--- config.mk ---
export PLATFORM = sky130hd
export DESIGN_NAME = xy_route_unit
export DESIGN_NICKNAME = d
export VERILOG_FILES = /design/src/rtl/xy_route_unit.sv
export SDC_FILE = /design/constraint.sdc
export NUM_CORES = 1
export LEC_CHECK = 0
export ABC_AREA = 1
export ABC_CLOCK_PERIOD_IN_PS = 1300
export CAP_MARGIN = 20
export CORE_MARGIN = 10
export CORE_UTILIZATION = 44
export DETAILED_ROUTE_END_ITERATION = 10
export PLACE_DENSITY = 0.78
export SYNTH_ARGS = -nofsm -noshare
export SYNTH_HDL_FRONTEND = slang
export SYNTH_SLANG_ARGS = --single-unit
--- constraint.sdc ---
create_clock -name clk -period 1.3 [get_ports clk]
set_input_delay 0.13 -clock clk [delete_from_list [all_inputs] [get_ports clk]]
set_output_delay 0.13 -clock clk [all_outputs]
set_load 0.03 [all_outputs]
--- src/rtl/xy_route_unit.sv ---
`default_nettype none
// ============================================================================
// Module      : xy_route_unit
// Description : Registered XY route-compute and packet-lock stage for one
//               mesh NoC router input port. Decodes the destination of each
//               header flit, selects an output port by XY dimension order,
//               holds that route for the rest of the packet and forwards
//               flits through a one-deep valid/ready pipeline register.
//               Malformed packets and out-of-mesh destinations are dropped
//               and reported.
// Revision    : 1.0 - initial release
// ============================================================================
module xy_route_unit #(
    parameter int X_NODE_NUM       = 4,
    parameter int Y_NODE_NUM       = 4,
    parameter int X_NODE_NUM_WIDTH = 2,
    parameter int Y_NODE_NUM_WIDTH = 2,
    parameter int CUR_X            = 0,
    parameter int CUR_Y            = 0,
    parameter int FLIT_W           = 8
) (
    input  logic              clk,
    input  logic              rst,        // asynchronous, active low
    input  logic              in_valid,
    output logic              in_ready,
    input  logic [FLIT_W-1:0] flit_in,
    output logic              out_valid,
    input  logic              out_ready,
    output logic [FLIT_W-1:0] flit_out,
    output logic [3:0]        port_num,
    output logic [4:0]        port_sel,
    output logic              err_pulse,
    output logic [7:0]        drop_cnt
);

    localparam int c_XW = X_NODE_NUM_WIDTH;
    localparam int c_YW = Y_NODE_NUM_WIDTH;

    // Own address widened by one bit so the difference carries a sign bit.
    localparam logic [c_XW:0] c_CUR_X = CUR_X[c_XW:0];
    localparam logic [c_YW:0] c_CUR_Y = CUR_Y[c_YW:0];

    localparam logic [1:0] c_TYPE_HDR    = 2'b10;
    localparam logic [1:0] c_TYPE_TAIL   = 2'b01;

    localparam logic [3:0] c_NUM_L = 4'd1;
    localparam logic [3:0] c_NUM_E = 4'd2;
    localparam logic [3:0] c_NUM_N = 4'd3;
    localparam logic [3:0] c_NUM_W = 4'd4;
    localparam logic [3:0] c_NUM_S = 4'd5;

    localparam logic [4:0] c_SEL_L = 5'b00001;
    localparam logic [4:0] c_SEL_E = 5'b00010;
    localparam logic [4:0] c_SEL_W = 5'b00100;
    localparam logic [4:0] c_SEL_S = 5'b01000;
    localparam logic [4:0] c_SEL_N = 5'b10000;

    typedef enum logic [1:0] {
        S_IDLE   = 2'd0,
        S_ACTIVE = 2'd1,
        S_DROP   = 2'd2
    } state_t;

    state_t r_state;
    state_t w_state_next;

    logic              r_valid;
    logic [FLIT_W-1:0] r_flit;
    logic [3:0]        r_port_num;
    logic [4:0]        r_port_sel;
    logic              r_err;
    logic [7:0]        r_drop_cnt;

    logic [1:0]        w_type;
    logic [c_XW-1:0]   w_dest_x;
    logic [c_YW-1:0]   w_dest_y;
    logic [c_XW:0]     w_xdiff;
    logic [c_YW:0]     w_ydiff;
    logic              w_dest_ok;
    logic              w_is_head;
    logic              w_is_hdr;
    logic              w_is_tail;
    logic              w_accept;
    logic [3:0]        w_route_num;
    logic [4:0]        w_route_sel;
    logic              w_fwd;
    logic              w_drop;
    logic              w_err;
    logic              w_load_route;

    assign w_type   = flit_in[FLIT_W-1 -: 2];
    assign w_dest_x = flit_in[c_XW+c_YW-1 : c_YW];
    assign w_dest_y = flit_in[c_YW-1:0];

    // Two's-complement differences; the top bit is the sign.
    assign w_xdiff  = {1'b0, w_dest_x} - c_CUR_X;
    assign w_ydiff  = {1'b0, w_dest_y} - c_CUR_Y;

    assign w_dest_ok = (32'(w_dest_x) < X_NODE_NUM) && (32'(w_dest_y) < Y_NODE_NUM);

    // HDR (10) and SINGLE (11) both open a packet.
    assign w_is_head = w_type[1];
    assign w_is_hdr  = (w_type == c_TYPE_HDR);
    assign w_is_tail = (w_type == c_TYPE_TAIL);

    assign in_ready  = !r_valid || out_ready;
    assign w_accept  = in_valid && in_ready;

    // XY dimension-order routing: resolve X first, then Y, else local.
    always_comb begin
        w_route_num = c_NUM_L;
        w_route_sel = c_SEL_L;
        if (!w_xdiff[c_XW] && (w_xdiff != '0)) begin
            w_route_num = c_NUM_E;
            w_route_sel = c_SEL_E;
        end else if (w_xdiff[c_XW]) begin
            w_route_num = c_NUM_W;
            w_route_sel = c_SEL_W;
        end else if (!w_ydiff[c_YW] && (w_ydiff != '0)) begin
            w_route_num = c_NUM_S;
            w_route_sel = c_SEL_S;
        end else if (w_ydiff[c_YW]) begin
            w_route_num = c_NUM_N;
            w_route_sel = c_SEL_N;
        end
    end

    // Packet FSM: decides forward/drop/error for each accepted flit.
    always_comb begin
        w_state_next = r_state;
        w_fwd        = 1'b0;
        w_drop       = 1'b0;
        w_err        = 1'b0;
        w_load_route = 1'b0;
        if (w_accept) begin
            if (w_is_head) begin
                // A head arriving inside a packet means the tail went missing.
                w_err = (r_state != S_IDLE);
                if (w_dest_ok) begin
                    w_fwd        = 1'b1;
                    w_load_route = 1'b1;
                    w_state_next = w_is_hdr ? S_ACTIVE : S_IDLE;
                end else begin
                    w_drop       = 1'b1;
                    w_err        = 1'b1;
                    w_state_next = w_is_hdr ? S_DROP : S_IDLE;
                end
            end else begin
                case (r_state)
                    S_ACTIVE: begin
                        w_fwd = 1'b1;
                        if (w_is_tail) begin
                            w_state_next = S_IDLE;
                        end
                    end
                    S_DROP: begin
                        w_drop = 1'b1;
                        if (w_is_tail) begin
                            w_state_next = S_IDLE;
                        end
                    end
                    default: begin
                        // Body or tail with no open packet.
                        w_drop       = 1'b1;
                        w_err        = 1'b1;
                        w_state_next = S_IDLE;
                    end
                endcase
            end
        end
    end

    // FSM state register.
    always_ff @(posedge clk or negedge rst) begin
        if (!rst) begin
            r_state <= S_IDLE;
        end else begin
            r_state <= w_state_next;
        end
    end

    // Pipeline register: load on forward, otherwise drain when taken.
    always_ff @(posedge clk or negedge rst) begin
        if (!rst) begin
            r_valid <= 1'b0;
            r_flit  <= '0;
        end else if (w_fwd) begin
            r_valid <= 1'b1;
            r_flit  <= flit_in;
        end else if (out_ready) begin
            r_valid <= 1'b0;
        end
    end

    // Route register doubles as the packet lock; only heads change it.
    always_ff @(posedge clk or negedge rst) begin
        if (!rst) begin
            r_port_num <= '0;
            r_port_sel <= '0;
        end else if (w_fwd && w_load_route) begin
            r_port_num <= w_route_num;
            r_port_sel <= w_route_sel;
        end
    end

    // Error pulse and saturating drop counter.
    always_ff @(posedge clk or negedge rst) begin
        if (!rst) begin
            r_err      <= 1'b0;
            r_drop_cnt <= '0;
        end else begin
            r_err <= w_err;
            if (w_drop && (r_drop_cnt != 8'hFF)) begin
                r_drop_cnt <= r_drop_cnt + 8'd1;
            end
        end
    end

    assign out_valid = r_valid;
    assign flit_out  = r_flit;
    assign port_num  = r_port_num;
    assign port_sel  = r_port_sel;
    assign err_pulse = r_err;
    assign drop_cnt  = r_drop_cnt;

endmodule
`default_nettype wire

-- Yosys cells after proc, flatten, opt, wreduce, memory -nomap -nowiden
Index checks and enable logic that the tools add are counted.
- reduce and logical (&&, ||, !) cells: 11
- multipliers: 0
- magnitude comparators: 0
- eq/ne operators: 6
- shift operators: 0
- bitwise logic cells: 0
- mux-type cells: 21
- add/sub/neg operators: 1
- div/mod/pow operators: 0
- operators with widths (operator ; count):
    $mux W1 ; 14
    $add A8 B1 Y8 const B ; 1
    $mux W4 ; 2
    $ne A8 B8 Y1 const B ; 1
    $mux W2 ; 3
    $reduce_bool A3 Y1 ; 2
    $mux W5 ; 1
    $eq A2 B1 Y1 const B ; 2
    $eq A2 B2 Y1 const B ; 2
    $reduce_bool A2 Y1 ; 2
    $logic_and A1 B1 Y1 ; 3
    $mux W3 ; 1
    $ne A3 B1 Y1 const B ; 1
    $reduce_and A2 Y1 ; 1
    $reduce_or A2 Y1 ; 1
    $logic_not A1 Y1 ; 1
    $logic_or A1 B1 Y1 ; 1
- ROM bits: 0
- latch bits: 0
- bits of input ports: 12
- bits in registers: 29
- logic and storage cells: 46
- bits in writable memories: 0
- memories kept: 0

-- Longest topological paths before layout
Gate-level depths: netlist of the first run.
- depth after elaboration: 5
- depth in mapped cells: 8

-- Worst setup path before layout of the first run
OpenSTA, ideal clock, no wires.
- path kind: flip-flop to flip-flop
- start: register r_drop_cnt[1], in the netlist drop_cnt[1]
- end: register r_drop_cnt[2], in the netlist drop_cnt[2]
- data arrival time: 1314 ps
- setup time: 66 ps
- path buffers: 0
- setup slack: -79 ps
- required time: 1234 ps
- cell stages (with the launch flop): 8
- cell sequence: dfrtp_1 > ha_1 > nand2_1 > nor2_4 > nand2_1 > nand3_2 > nand2_1 > nand2_1
- cells in the longest elaborated chain, start to end: 2
- elaborated cells on any way between the ends: 3
- those cells by class: add/sub: 1; eq/ne: 1; reduce/logical: 1
- ends and longest elaborated chain (element ; RTL line ; source):
    from (decl) ; 72 ; logic [7:0] r_drop_cnt;
    from (signal assigned) ; 214 ; r_drop_cnt <= r_drop_cnt + 8'd1;
    parallel branches: the longest is 2 deep, another holds $add A8 B1 Y8 ; - ;
Parallel ways; which one is timed is not known.
A chain may end at the register's enable or synchronous reset.

-- Worst setup path in the final report of the first run
- start: register r_valid, in the netlist out_valid
- end: output out_valid
- RTL lines (element ; RTL line ; source):
    from (decl) ; 67 ; logic r_valid;
    from (signal assigned) ; 185 ; r_valid <= 1'b0;
    from (signal assigned) ; 188 ; r_valid <= 1'b1;
    from (signal assigned) ; 191 ; r_valid <= 1'b0;
    to (decl) ; 27 ; output logic out_valid,
No word-level cell between the ends.

==> impl_metrics.toml, run 1 <==
[cells_and_area]
antenna_cells = 0
register_area_sq_um = 579
fillCellCount = 224
fin_nets = 213
area_delta_synth_final_pct = 45.0
final_layout_size_suffix_gt1_share_pct = 22.8
multi_input_area_sq_um = 559

[routing]
drt_iter0_drc = 79
wl_per_cell_um = 13.3
num_vias = 1089
firstDrtPassIters = 4
wl_um = 3010
drcViolationCount = 0
viasPerCell = 4.80
ant_nets = 0

[setup_path]
crit_arrival_ns = 1.11
path_buf_inv = 1
crit_type = "reg -> out"
cp.required_ns = 1.17
crit_chain = "dlygate4sd2_1"
critPathLaunchType = "flip-flop"
end_kind = "output pin"
slowest_stage = "dfrtp_2"
path_max_fanout = 2
cp_top_family = "flip-flops"
slowest_delay_ns = 0.40

[placed_design]
io_buffer_count = 36
routabilityCongestion = 0.810
dp_hpwl_um = 2320

[grt]
grt_max_degree = 24
first_global_vias = 1131
overflow = 0
antenna_found_initial = 0
grt_pass1_wl_um = 5070
grtUsageTotal_pct = 11.5

[floorplan]
die-area_sq_um = 5140
rows = 18
fp.dieH_um = 71.7
coreArea_sq_um = 2520
io_pins = 40
initial_core_util_pct = 46.6
die_x_um = 71.7

[sta]
rsz0062_at_grt = "yes"
fmax_mhz = 807
drv_slew = 0
finalSetupTns_ns = 0
setup_viol = 0
finalCritPeriodShare_pct = 95.3
finalHoldViolCount = 0
period_minus_slack_ns = 1.24
clock_skew_ns = 0.00539

[power]
power_leakage_nw = 0.907
ir_drop_mv = 1.33
finalPower_w = 0.00242
powerDensity_nw_per_um2 = 1420

[logic_synthesis]
synth-edff-count = 0
async_reset_ff_share_pct = 100
yosys_register_bits = 23
ys_seq_area_share_pct = 48.9
yosys.area.top_type = "dfrtp_1"
yosys-top-cells-area = "dfrtp_1 (49%), nand2_1 (19%), inv_1 (4.1%)"
synth_cell_type_count = 20
yosys.area.top_type_share_pct = 48.9
yosysWarnings = 0
syn_avg_cell_area_sq_um = 8.17
synth_cells = 144
yosys-top-cells-count = "nand2_1 (58), dfrtp_1 (23), inv_1 (13)"
netlist_area_sq_um = 1180
yosysMostFrequentCell = "nand2_1"
synth_ff_type = "dfrtp_1"

[clock_network]
cts_num_sinks = 23
clkLatencyLatePin_ns = 0.31
htree_levels = 1
clk_pin_slew_ns = 0.12
hold_buffers = 0
cts-root-buf = "clkbuf_4"
cts_made_buffers = 3
cts_max_path_buffers = 2
cts_tree = "yes"

[flow_run]
drv_cap = 0

[outcome]
status = "finished clean"

[hold_path]
hp-class = "in -> async"
-- per-stage QoR --
step	std cells	setup WS, ns	util (%)	hold slack, ns	area (sq um)
2_1_floorplan	146	0.00856	-	-0.166	1190
3_3_place_gp	221	-0.192	65.3	0.455	1650
3_5_place_dp	221	-0.227	65.3	0.458	1650
4_1_cts	225	0.00618	66.0	0.162	1660
5_1_grt	227	-0.0166	67.6	0.143	1710
6_report	227	0.0606	67.6	0.155	1710
-- worst register-to-register path, cell delays in order, from the launching register on --
cell and delay [ns]:
dfrtp_2 0.42, ha_4 0.15, nand2_2 0.07, nor2_4 0.19, nand2_2 0.09, nand3_4 0.11
nand2_1 0.06, nand2_1 0.06
-- cell type report --
cell class                      instances  share of cell area [%]
Clock buffer                            4                    1.54
Inverter                               14                    3.08
Multi-Input combinational cell        103                    32.8
Sequential cell                        23                    34.0
Tap cell                               30                    2.20
Timing Repair Buffer                   53                    26.4
-- what timing repair did --
action                                 in CTS  in global routing
pin swaps                                   0                  2
setup endpoints to repair                  30                 17
buffers inserted                            0                  2
gates resized for setup                    27                 13
endpoints found under the hold margin       0                  0
-- cell families after synthesis --
| kind of cell | after synthesis | share of synthesized area, % |
|---|---|---|
| flops | 23 | 48.9 |
| fa+ha+maj | 3 | 3.19 |
| xor+xnor | 3 | 2.23 |
| buf+inv | 20 | 8.62 |
| simple gates | 83 | 30.7 |
| compound gates | 11 | 5.96 |
| other cells | 1 | 0.319 |
-- registers in the layout (all words and copies together) (netlist names) --
signal / flops
drop_cnt: 8
flit_out: 8
port_num: 3
err_pulse: 1
out_valid: 1
port_sel: 1
r_state: 1
-- routing by layer --
metal | vias to the layer above | share of wire, % | GRT usage (%)
li1 | 542 | - | -
met1 | 505 | 42 | 13.5
met2 | 37 | 46 | 18.9
met3 | 5 | 10 | 5.23
met4 | 0 | 1.0 | 2.58
met5 | - | 0 | 0
-- path summary, 6_finish.rpt --
| path | start | end | slack (ns) | depth (start not counted) |
|---|---|---|---|---|
| setup / recovery | out_valid | out_valid | 0.06 | 1 |
| hold / removal | rst | port_num[2] | 0.16 | 2 |
| setup reg to reg | drop_cnt[1] | drop_cnt[1] | 0.10 | 7 |
| hold reg to reg | port_num[0] | port_num[0] | 0.48 | 2 |
| max in group asynchronous | rst | drop_cnt[1] | 0.90 | 2 |
| min in group clk | flit_in[4] | flit_out[4] | 0.36 | 3 |
-- report_power, final --
part,internal (W),switching (W)
logic,0.000411,0.000684
clock network,0.000120,0.000205
registers,0.000867,0.000130
total,0.00140,0.00102
-- placed cells by master, fill, tap and decap left out, types with 2 or more instances in the layout --
master and n:
buf_4 19, clkbuf_2 2, clkbuf_4 3, clkdlybuf4s15_1 3, clkdlybuf4s50_1 11, conb_1 3
dfrtp_1 20, dfrtp_2 3, dlygate4sd2_1 18, ha_4 2, inv_1 12, inv_2 2
nand2_1 56, nand2_2 3, nand2_4 2, nand3_1 6, nor2_1 10, nor2_4 2
o21ai_0 6, o21ai_2 3, xor2_1 3
No activity file was read; power rests on OpenSTA's default activity.
==> run 2, diff against run 1 <==
Settings changed: SLEW_MARGIN from default to 20.
==> results of run 2 <==
No change in the layout: final DEF, timing and power equal those of run 1.
